### config.mk
export PLATFORM = sky130hd
export DESIGN_NAME = flash_read_responder_flat
export DESIGN_NICKNAME = d
export VERILOG_FILES = /design/src/rtl/flash_pkg.sv /design/src/rtl/flash_read_responder_if.sv /design/src/rtl/flash_cmd_fifo.sv /design/src/rtl/flash_read_responder.sv /design/src/flat_wrapper.sv
export SDC_FILE = /design/constraint.sdc
export NUM_CORES = 1
export LEC_CHECK = 0
export CAP_MARGIN = 10
export CORE_MARGIN = 3
export CORE_UTILIZATION = 24
export CTS_BUF_LIST = sky130_fd_sc_hd__clkbuf_4 sky130_fd_sc_hd__clkbuf_8
export DETAILED_ROUTE_END_ITERATION = 6
export PLACE_DENSITY = 0.4
export SYNTH_ARGS = -nofsm -noshare
export SYNTH_HDL_FRONTEND = slang
export SYNTH_SLANG_ARGS = --single-unit
export TNS_END_PERCENT = 20
### constraint.sdc
create_clock -name clk -period 4.1 [get_ports clk]
set_input_delay 0.82 -clock clk [delete_from_list [all_inputs] [get_ports clk]]
set_output_delay 0.82 -clock clk [all_outputs]
set_load 0.05 [all_outputs]
### src/rtl/flash_pkg.sv
// Shared types and default sizing for the flash read responder slice.
package flash_pkg;
    localparam int DEF_ADDR_WIDTH  = 23;
    localparam int DEF_DATA_WIDTH  = 32;
    localparam int DEF_FIFO_DEPTH  = 4;
    localparam int DEF_INIT_CYCLES = 16;

    // First word address past the end of the flash store (2**23).
    localparam logic [DEF_ADDR_WIDTH:0] WORD_LIMIT = 24'h80_0000;

    typedef enum logic [2:0] {
        ST_INIT,
        ST_IDLE,
        ST_ISSUE,
        ST_WAIT_DATA,
        ST_ERR
    } resp_state_t;
endpackage

### src/rtl/flash_read_responder_if.sv
// Avalon-MM pipelined read bus between the flash fetcher (master) and the responder (slave).
interface flash_read_responder_if #(
    parameter int ADDR_WIDTH = flash_pkg::DEF_ADDR_WIDTH,
    parameter int DATA_WIDTH = flash_pkg::DEF_DATA_WIDTH
);
    logic                  flash_mem_read;
    logic [ADDR_WIDTH-1:0] flash_mem_address;
    logic                  flash_mem_waitrequest;
    logic [DATA_WIDTH-1:0] flash_mem_readdata;
    logic                  flash_mem_readdatavalid;

    modport master (
        output flash_mem_read,
        output flash_mem_address,
        input  flash_mem_waitrequest,
        input  flash_mem_readdata,
        input  flash_mem_readdatavalid
    );

    modport slave (
        input  flash_mem_read,
        input  flash_mem_address,
        output flash_mem_waitrequest,
        output flash_mem_readdata,
        output flash_mem_readdatavalid
    );
endinterface

### src/rtl/flash_cmd_fifo.sv
// Small command queue of read addresses; pointers carry an extra wrap bit for full/empty.
module flash_cmd_fifo #(
    parameter int WIDTH = flash_pkg::DEF_ADDR_WIDTH,
    parameter int DEPTH = flash_pkg::DEF_FIFO_DEPTH
) (
    input  logic             clk,
    input  logic             reset,
    input  logic             push,
    input  logic [WIDTH-1:0] push_data,
    input  logic             pop,
    output logic [WIDTH-1:0] head,
    output logic             full,
    output logic             empty
);
    localparam int PW = $clog2(DEPTH);

    logic [PW:0]      wr_ptr_reg;
    logic [PW:0]      rd_ptr_reg;
    logic [WIDTH-1:0] entries [DEPTH];
    logic             do_push;
    logic             do_pop;

    assign full    = (wr_ptr_reg[PW] != rd_ptr_reg[PW]) && (wr_ptr_reg[PW-1:0] == rd_ptr_reg[PW-1:0]);
    assign empty   = (wr_ptr_reg == rd_ptr_reg);
    assign do_push = push && !full;
    assign do_pop  = pop && !empty;
    assign head    = entries[rd_ptr_reg[PW-1:0]];

    // Each slot is its own register so the write needs no shared array driver.
    genvar gi;
    for (gi = 0; gi < DEPTH; gi++) begin : g_slot
        logic [WIDTH-1:0] entry_reg;
        always_ff @(posedge clk) begin
            if (do_push && (wr_ptr_reg[PW-1:0] == PW'(gi))) begin
                entry_reg <= push_data;
            end
        end
        assign entries[gi] = entry_reg;
    end

    always_ff @(posedge clk or negedge reset) begin
        if (!reset) begin
            wr_ptr_reg <= '0;
            rd_ptr_reg <= '0;
        end else begin
            if (do_push) wr_ptr_reg <= wr_ptr_reg + 1'b1;
            if (do_pop)  rd_ptr_reg <= rd_ptr_reg + 1'b1;
        end
    end
endmodule

### src/rtl/flash_read_responder.sv
// Avalon-MM pipelined read slave: queues read commands, serves them one at a time from the
// storage port and returns words strictly in acceptance order.
module flash_read_responder #(
    parameter int ADDR_WIDTH  = flash_pkg::DEF_ADDR_WIDTH,
    parameter int DATA_WIDTH  = flash_pkg::DEF_DATA_WIDTH,
    parameter int FIFO_DEPTH  = flash_pkg::DEF_FIFO_DEPTH,
    parameter int INIT_CYCLES = flash_pkg::DEF_INIT_CYCLES,
    parameter logic [ADDR_WIDTH:0] WORD_LIMIT = (ADDR_WIDTH+1)'(flash_pkg::WORD_LIMIT)
) (
    input  logic                  clk,
    input  logic                  reset,
    flash_read_responder_if.slave bus,
    output logic                  stor_read,
    output logic [ADDR_WIDTH-1:0] stor_addr,
    input  logic                  stor_ready,
    input  logic [DATA_WIDTH-1:0] stor_rdata,
    input  logic                  stor_rvalid,
    output logic                  range_err
);
    import flash_pkg::*;

    localparam int ICW = $clog2(INIT_CYCLES + 1);

    resp_state_t           state_reg;
    logic [ICW-1:0]        init_cnt_reg;
    logic [DATA_WIDTH-1:0] readdata_reg;
    logic                  readdatavalid_reg;
    logic                  stor_read_reg;
    logic [ADDR_WIDTH-1:0] stor_addr_reg;
    logic                  range_err_reg;

    logic                  fifo_full;
    logic                  fifo_empty;
    logic [ADDR_WIDTH-1:0] fifo_head;
    logic                  waitrequest;
    logic                  push;
    logic                  pop;
    logic                  head_in_range;

    // Stall depends only on registered state, never on the incoming read.
    assign waitrequest   = (state_reg == ST_INIT) || fifo_full;
    assign push          = bus.flash_mem_read && !waitrequest;
    assign pop           = (state_reg == ST_IDLE) && !fifo_empty;
    assign head_in_range = ({1'b0, fifo_head} < WORD_LIMIT);

    flash_cmd_fifo #(
        .WIDTH (ADDR_WIDTH),
        .DEPTH (FIFO_DEPTH)
    ) u_cmd_fifo (
        .clk       (clk),
        .reset     (reset),
        .push      (push),
        .push_data (bus.flash_mem_address),
        .pop       (pop),
        .head      (fifo_head),
        .full      (fifo_full),
        .empty     (fifo_empty)
    );

    always_ff @(posedge clk or negedge reset) begin
        if (!reset) begin
            state_reg         <= ST_INIT;
            init_cnt_reg      <= '0;
            readdata_reg      <= '0;
            readdatavalid_reg <= 1'b0;
            stor_read_reg     <= 1'b0;
            stor_addr_reg     <= '0;
            range_err_reg     <= 1'b0;
        end else begin
            readdatavalid_reg <= 1'b0;
            case (state_reg)
                ST_INIT: begin
                    if (init_cnt_reg == ICW'(INIT_CYCLES - 1)) begin
                        state_reg <= ST_IDLE;
                    end else begin
                        init_cnt_reg <= init_cnt_reg + 1'b1;
                    end
                end
                ST_IDLE: begin
                    if (!fifo_empty) begin
                        if (head_in_range) begin
                            stor_read_reg <= 1'b1;
                            stor_addr_reg <= fifo_head;
                            state_reg     <= ST_ISSUE;
                        end else begin
                            state_reg <= ST_ERR;
                        end
                    end
                end
                ST_ISSUE: begin
                    if (stor_ready) begin
                        stor_read_reg <= 1'b0;
                        state_reg     <= ST_WAIT_DATA;
                    end
                end
                ST_WAIT_DATA: begin
                    if (stor_rvalid) begin
                        readdata_reg      <= stor_rdata;
                        readdatavalid_reg <= 1'b1;
                        state_reg         <= ST_IDLE;
                    end
                end
                ST_ERR: begin
                    // Out-of-range reads still get a response so the master's count stays balanced.
                    readdata_reg      <= '0;
                    readdatavalid_reg <= 1'b1;
                    range_err_reg     <= 1'b1;
                    state_reg         <= ST_IDLE;
                end
                default: state_reg <= ST_IDLE;
            endcase
        end
    end

    assign bus.flash_mem_waitrequest   = waitrequest;
    assign bus.flash_mem_readdata      = readdata_reg;
    assign bus.flash_mem_readdatavalid = readdatavalid_reg;
    assign stor_read                   = stor_read_reg;
    assign stor_addr                   = stor_addr_reg;
    assign range_err                   = range_err_reg;
endmodule
### src/flat_wrapper.sv
// flat-port wrapper written by rule: the top's interface ports become plain ports
module flash_read_responder_flat import flash_pkg::*;
#(
    parameter int ADDR_WIDTH  = flash_pkg::DEF_ADDR_WIDTH,
    parameter int DATA_WIDTH  = flash_pkg::DEF_DATA_WIDTH,
    parameter int FIFO_DEPTH  = flash_pkg::DEF_FIFO_DEPTH,
    parameter int INIT_CYCLES = flash_pkg::DEF_INIT_CYCLES,
    parameter logic [ADDR_WIDTH:0] WORD_LIMIT = (ADDR_WIDTH+1)'(flash_pkg::WORD_LIMIT)
)
  (clk, reset, stor_read, stor_addr, stor_ready, stor_rdata, stor_rvalid, range_err, bus_flash_mem_read, bus_flash_mem_address, bus_flash_mem_waitrequest, bus_flash_mem_readdata, bus_flash_mem_readdatavalid);
  flash_read_responder_if #(.ADDR_WIDTH(ADDR_WIDTH), .DATA_WIDTH(DATA_WIDTH)) bus_i ();
  input  logic clk;
  input  logic reset;
  output logic stor_read;
  output logic [ADDR_WIDTH-1:0] stor_addr;
  input  logic stor_ready;
  input  logic [DATA_WIDTH-1:0] stor_rdata;
  input  logic stor_rvalid;
  output logic range_err;
  input wire logic [$bits(bus_i.flash_mem_read)-1:0] bus_flash_mem_read;
  input wire logic [$bits(bus_i.flash_mem_address)-1:0] bus_flash_mem_address;
  output wire logic [$bits(bus_i.flash_mem_waitrequest)-1:0] bus_flash_mem_waitrequest;
  output wire logic [$bits(bus_i.flash_mem_readdata)-1:0] bus_flash_mem_readdata;
  output wire logic [$bits(bus_i.flash_mem_readdatavalid)-1:0] bus_flash_mem_readdatavalid;
  assign bus_i.flash_mem_read = bus_flash_mem_read;
  assign bus_i.flash_mem_address = bus_flash_mem_address;
  assign bus_flash_mem_waitrequest = bus_i.flash_mem_waitrequest;
  assign bus_flash_mem_readdata = bus_i.flash_mem_readdata;
  assign bus_flash_mem_readdatavalid = bus_i.flash_mem_readdatavalid;
  flash_read_responder #(.ADDR_WIDTH(ADDR_WIDTH), .DATA_WIDTH(DATA_WIDTH), .FIFO_DEPTH(FIFO_DEPTH), .INIT_CYCLES(INIT_CYCLES), .WORD_LIMIT(WORD_LIMIT)) u_core (.clk(clk), .reset(reset), .bus(bus_i), .stor_read(stor_read), .stor_addr(stor_addr), .stor_ready(stor_ready), .stor_rdata(stor_rdata), .stor_rvalid(stor_rvalid), .range_err(range_err));
endmodule
# After elaboration in Yosys (flattened, before gate mapping)
# Cells that the tools add are included.
# classes
n_mul	0
eq_ne	15
n_addsub	3
n_div	0
muxes	15
n_bitwise	3
magnitude_cmp	1
reduce_logical	22
shifts	0
# ops
cell	count
case mux 32 bit (2 select lines)	1
binary-select mux 23 bit (select 2 bit)	1
2-to-1 mux 23 bit	2
2-to-1 mux 32 bit	1
2-to-1 mux 3 bit	4
case mux 3 bit (4 select lines)	1
logical AND 1 bit	9
inequality test 2 bit, second input constant	4
adder 3 x 1 -> 3 bit, second input constant	2
equality test 3 x 2 -> 1 bit, second input constant	2
AND reduction 2 bit	3
adder 5 x 1 -> 5 bit, second input constant	1
equality test 5 x 4 -> 1 bit, second input constant	1
equality test 2 bit, second input constant	2
case mux 1 bit (2 select lines)	2
AND reduction 4 bit	1
nonzero test 2 bit	2
equality test 3 x 1 -> 1 bit, second input constant	1
equality test 3 bit	1
equality test 3 bit, second input constant	1
>= comparator 3 bit, second input constant	1
logical NOT 1 bit	3
logical NOT 3 bit	1
2-to-1 mux 1 bit	3
8 further kinds	9
# totals
ff_bits	164
output_inout_bits	59
mem_count	0
input_bits	60
latch_bits	0
mem_bits_rw	0
rom_bits	0

# Depth between registers and ports, before layout
# depth
depth_word	7
ltp_mapped	6
ltp_nobuf	6

# Modules after synthesis
# From an unflattened synthesis, not the netlist that was laid out.
# unflattened
cells_unflattened	339
hier_area_um2	6516.2
# by_module_without_submodules
module	instances	area_each_um2	cells_each
flash_cmd_fifo	1	3873.7	172
flash_read_responder	1	2642.5	167

# Least setup slack after synthesis
# Ideal clock, no wire load.
# synth_path
path_kind	in2reg
from	in bus_flash_mem_read
to	reg u_core.u_cmd_fifo.g_slot[3].entry_reg[0] (enable)
path_slack_ns	1.793
path_stages	3
arrival_time_ns	1.924
path_cell_list	inv_1 a311oi_2 and2_1
# synth_via
elab_chain_len	3
# synth_rtl
item	line	text
start, declared	flat_wrapper.sv:20	input wire logic [$bits(bus_i.flash_mem_read)-1:0] bus_flash_mem_read;
logical AND 1 bit	flash_read_responder.sv:42	assign push = bus.flash_mem_read && !waitrequest;
logical AND 1 bit	flash_cmd_fifo.sv:25	assign do_push = push && !full;
logical AND 1 bit	flash_cmd_fifo.sv:34	if (do_push && (wr_ptr_reg[PW-1:0] == PW'(gi))) begin
end signal, assigned	flash_cmd_fifo.sv:35	entry_reg <= push_data;
end, declared	flash_cmd_fifo.sv:32	logic [WIDTH-1:0] entry_reg;
# Every way passes these cells.
# A chain may end at the register's enable or synchronous reset.

# Worst setup path after layout
# layout_path
from	reg u_core.u_cmd_fifo.rd_ptr_reg[2]
to	out bus_flash_mem_waitrequest
# layout_via
elab_chain_len	3
# layout_rtl
item	line	text
start, declared	flash_cmd_fifo.sv:18	logic [PW:0] rd_ptr_reg;
start signal, assigned	flash_cmd_fifo.sv:47	if (do_pop) rd_ptr_reg <= rd_ptr_reg + 1'b1;
inequality test 1 bit	flash_cmd_fifo.sv:23	assign full = (wr_ptr_reg[PW] != rd_ptr_reg[PW]) && (wr_ptr_reg[PW-1:0] == rd_ptr_reg[PW-1:0]);
logical AND 1 bit	flash_cmd_fifo.sv:23	
logical OR 1 bit	flash_read_responder.sv:41	assign waitrequest = (state_reg == ST_INIT) || fifo_full;
end, declared	flat_wrapper.sv:22	output wire logic [$bits(bus_i.flash_mem_waitrequest)-1:0] bus_flash_mem_waitrequest;
# Every way passes these cells.

==> impl_summary.md <==
Detailed routing
The detailed-router iteration count before antenna repair is 4. The average wire length per cell after detail routing is 16.4 um. In this run the remaining antenna-violating nets after routing total 0. The count of vias placed by the detailed router is 3,130. The total length of routed wires is 12,900 um. The remaining design rule violation count is 0. Dividing the detail-routed via count by the number of cells gives 3.97.

The number of design-rule violations left by the first detailed-router iteration is 137.

Timing
Counting I/O delays and the setup requirement, the final critical path takes 3150 ps. The worst setup slack after layout is 954 ps. The number of failing hold endpoints at the final stage is 0. At the pin with the least slew margin, the transition time is 926 ps. Setup repair after global routing left no endpoint under its margin. On the final layout, the worst hold slack is 475 ps. The post-route fraction of the period consumed by the critical path is 76.7%.

The post-route setup TNS is 0 ps. The worst slew margin relative to its limit is 38.2%. For the final database, setup skew stands at 15.5 ps. The number of max-slew violations in the final report is 0. The count of final setup violators is 0. Based on the critical path, the design can be clocked at up to 318 MHz.

Clock tree
The post-CTS setup buffer count is 0. The clock root buffer is sky130_fd_sc_hd__clkbuf_8. After clock tree synthesis, the clock-pin slew on the worst setup and hold paths is 90 ps. The number of gates resized after CTS is 0. The sink count of the clock tree is 162.

For the worst-skew pair, the clock arrives at the later sink with an insertion delay of 450 ps. The clock passes through at most 2 buffers. The H-tree was split into 4 levels. In this run, CTS created clock tree buffers numbering 17. TritonCTS built the clock tree. Hold repair after CTS inserted 0 buffers.

Power and ir drop
Across the VDD grid, the largest voltage drop is 0.415 mV. Power spread over the standard cell area amounts to 850 mW/mm2. In this run the static leakage power is 2.97 nW.

Floorplan
The die covers 0.0280 mm2. From bottom edge to top edge, the die measures 167 um. The initial utilization of the core area, before any placement, comes to 24.6%. The number of placement rows is 58. Measured along the x axis, the die boundary spans 167 um. The number of top-level pins is 119.

The placeable core region is 0.0254 mm2.

Placement
The number of buffers inserted by port buffering is 117. Timing analysis after detailed placement gives a worst setup slack of 1120 ps. Once placement finished, the instance area stood at 0.00778 mm2.

After legalization and detailed placement, the total HPWL measured 8110 um. The congestion estimate from routability-driven global placement came to 0.708.

Synth
Yosys mapped the design onto 30 distinct sky130hd cell types. Yosys printed 0 warnings. Sequential elements use 72.3% of the synthesized area.

The post-synthesis cell count is 317. The synthesized area is 0.00624 mm2. Counting flops and latches in the post-synthesis netlist gives 162. Each instance of the synthesized netlist takes up on average 19.7 um2.

Synthesis produced a netlist with a net count of 389.

GRT
The total congestion overflow is 0. The via count of the first global-routing pass came to 3,489. The initial antenna violation count is 0. Global routing consumed, over all layers together, 9.64% of the routing resources. The global routing usage on met1 is 13.2%. Entering global routing, the biggest net connects 71 pins. The global routing usage on met2 is 14.6%. The wire length of the first global-routing pass is 20,500 um. In the global route stage, met3 resource usage came out at 3.33%. The layer with the highest usage after global routing is met2.

Cells and area
The top cell types in the final layout, fill and taps aside, are 116 x sky130_fd_sc_hd__clkdlybuf4s50_1, 92 x sky130_fd_sc_hd__edfxtp_1, 69 x sky130_fd_sc_hd__dfrtp_1. The filler cell count is 2,471. The layout net count is 517. The fraction of final layout cells with drive strength greater than 1 is 23.4%. The register with the most flip-flops in the layout has 92 of them. The area added between synthesis and finish is 30.9%. The cell area after layout is 0.00817 mm2.

0 antenna diodes ended up in the layout. The library cell used most frequently in the layout, excluding fill and tap cells, is sky130_fd_sc_hd__clkdlybuf4s50_1.

Run status
The run finished with clean final reports.

Worst setup path
The critical path endpoint category is a primary output. The required arrival time at the worst endpoint is 3280 ps. On the critical path the largest part of the delay comes from buffers and inverters. The startpoint type of the worst setup path is a register.

Among all stages on the critical path, the largest delay is contributed by sky130_fd_sc_hd__clkdlybuf4s50_1. The critical path in this run is classified as reg2out. The signal on the critical path passes through xor2_1 > a31o_2 > clkdlybuf4s50_1.

Along the worst path, the maximum fanout reaches 4. For this run, the slowest stage of the critical path takes 840 ps. The number of buffer and inverter stages on the critical path is 1. The data arrival time of the worst path is 2330 ps.

Worst hold path
The path class of the tightest hold or removal check is reg2reg.

Flow run
The number of max-cap violations is 0.
[cell families (layout without fill, tap and decap cells)]
kind of cell             Yosys count  after routing  synth area share (%)
AND/OR/NAND/NOR                   20             20                  1.66
adder cells (fa/ha/maj)           12             12                  2.41
flip-flops                       162            162                  72.3
multiplexers                      81             81                  18.7
other                              1              1                0.0601
AO/OA/AOI/OAI                      7              7                  1.26
XOR/XNOR                          12             12                  1.68
buffers and inverters             22            163                  1.84
[worst register-to-register path, stage by stage, from the launching register on]
cell and delay (ps):
sky130_fd_sc_hd__dfrtp_1 400, sky130_fd_sc_hd__inv_1 100, sky130_fd_sc_hd__ha_1 270, sky130_fd_sc_hd__a311oi_2 470, sky130_fd_sc_hd__and2_2 710
[final cells by class]
cell class / instances / area (um2) / share of cell area [%]
clock buffer: 18 / 248 / 3.03
clock inverter: 14 / 139 / 1.70
inverter: 10 / 37.5 / 0.460
multi-input combinational: 133 / 1620 / 19.8
sequential: 162 / 4520 / 55.3
tap: 330 / 413 / 5.06
timing repair buffer: 121 / 1200 / 14.7
[stage by stage]
stage          std cells  utilization (%)  power [mW]
2_1_floorplan        317                -        4.83
3_3_place_gp         756             30.6        5.87
3_5_place_dp         756             30.6        5.90
4_1_cts              788             32.2        7.09
5_1_grt              788             32.2        7.37
6_report             788             32.2        6.94
[power breakdown]
group	internal (mW)	leakage (nW)	switching, mW
sequential	2.31	1.67	0.225
clock	0.515	0.190	0.639
combinational	1.28	1.12	1.97
[path summary, 6_finish.rpt]
check                                                start                                       end  slack (ps)  cells after the start
min in group asynchronous                            reset         u_core.bus.flash_mem_readdata[11]         510                      1
max in group asynchronous                            reset           u_core.u_cmd_fifo.rd_ptr_reg[0]        2940                      1
max reg2reg                            u_core.state_reg[0]  u_core.u_cmd_fifo.g_slot[2].entry_reg[2]        1780                      4
min reg2reg                         u_core.init_cnt_reg[3]                    u_core.init_cnt_reg[3]         480                      1
min                                 u_core.init_cnt_reg[3]                    u_core.init_cnt_reg[3]         480                      1
max                        u_core.u_cmd_fifo.rd_ptr_reg[2]                 bus_flash_mem_waitrequest         950                      3
[synthesized netlist by cell type]
cell type / instances / area (um2)
sky130_fd_sc_hd__dfrtp_1: 70 / 1750
sky130_fd_sc_hd__a22o_1: 1 / 8.76
sky130_fd_sc_hd__and2_1: 4 / 25.0
sky130_fd_sc_hd__buf_1: 3 / 11.3
sky130_fd_sc_hd__clkbuf_1: 2 / 7.51
sky130_fd_sc_hd__nand2b_1: 3 / 18.8
sky130_fd_sc_hd__o21ai_0: 2 / 10.0
sky130_fd_sc_hd__mux2_1: 19 / 214
sky130_fd_sc_hd__nor2b_1: 1 / 6.26
sky130_fd_sc_hd__o31ai_4: 1 / 21.3
sky130_fd_sc_hd__a311oi_2: 1 / 15.0
sky130_fd_sc_hd__a31o_2: 1 / 8.76
sky130_fd_sc_hd__conb_1: 1 / 3.75
sky130_fd_sc_hd__buf_4: 2 / 15.0
sky130_fd_sc_hd__and3_1: 1 / 6.26
sky130_fd_sc_hd__mux2i_1: 1 / 10.0
sky130_fd_sc_hd__edfxtp_1: 92 / 2760
sky130_fd_sc_hd__or4_1: 1 / 7.51
sky130_fd_sc_hd__o2111ai_2: 1 / 15.0
sky130_fd_sc_hd__nand4_1: 1 / 6.26
sky130_fd_sc_hd__nand2_1: 8 / 30.0
sky130_fd_sc_hd__mux2_2: 38 / 428
sky130_fd_sc_hd__ha_1: 12 / 150
sky130_fd_sc_hd__buf_2: 2 / 10.0
sky130_fd_sc_hd__xor2_1: 5 / 43.8
sky130_fd_sc_hd__nor2_1: 1 / 3.75
sky130_fd_sc_hd__mux4_2: 23 / 518
sky130_fd_sc_hd__inv_1: 10 / 37.5
sky130_fd_sc_hd__xnor2_1: 7 / 61.3
sky130_fd_sc_hd__buf_6: 3 / 33.8
[metal layers]
| layer | vias up | wire, um |
|---|---|---|
| met4 | 0 | 139 |
| met3 | 9 | 797 |
| met1 | 1564 | 6240 |
| met2 | 110 | 5710 |
| li1 | 1447 | - |
| met5 | - | 0 |
No activity file was read; power rests on OpenSTA's default activity.
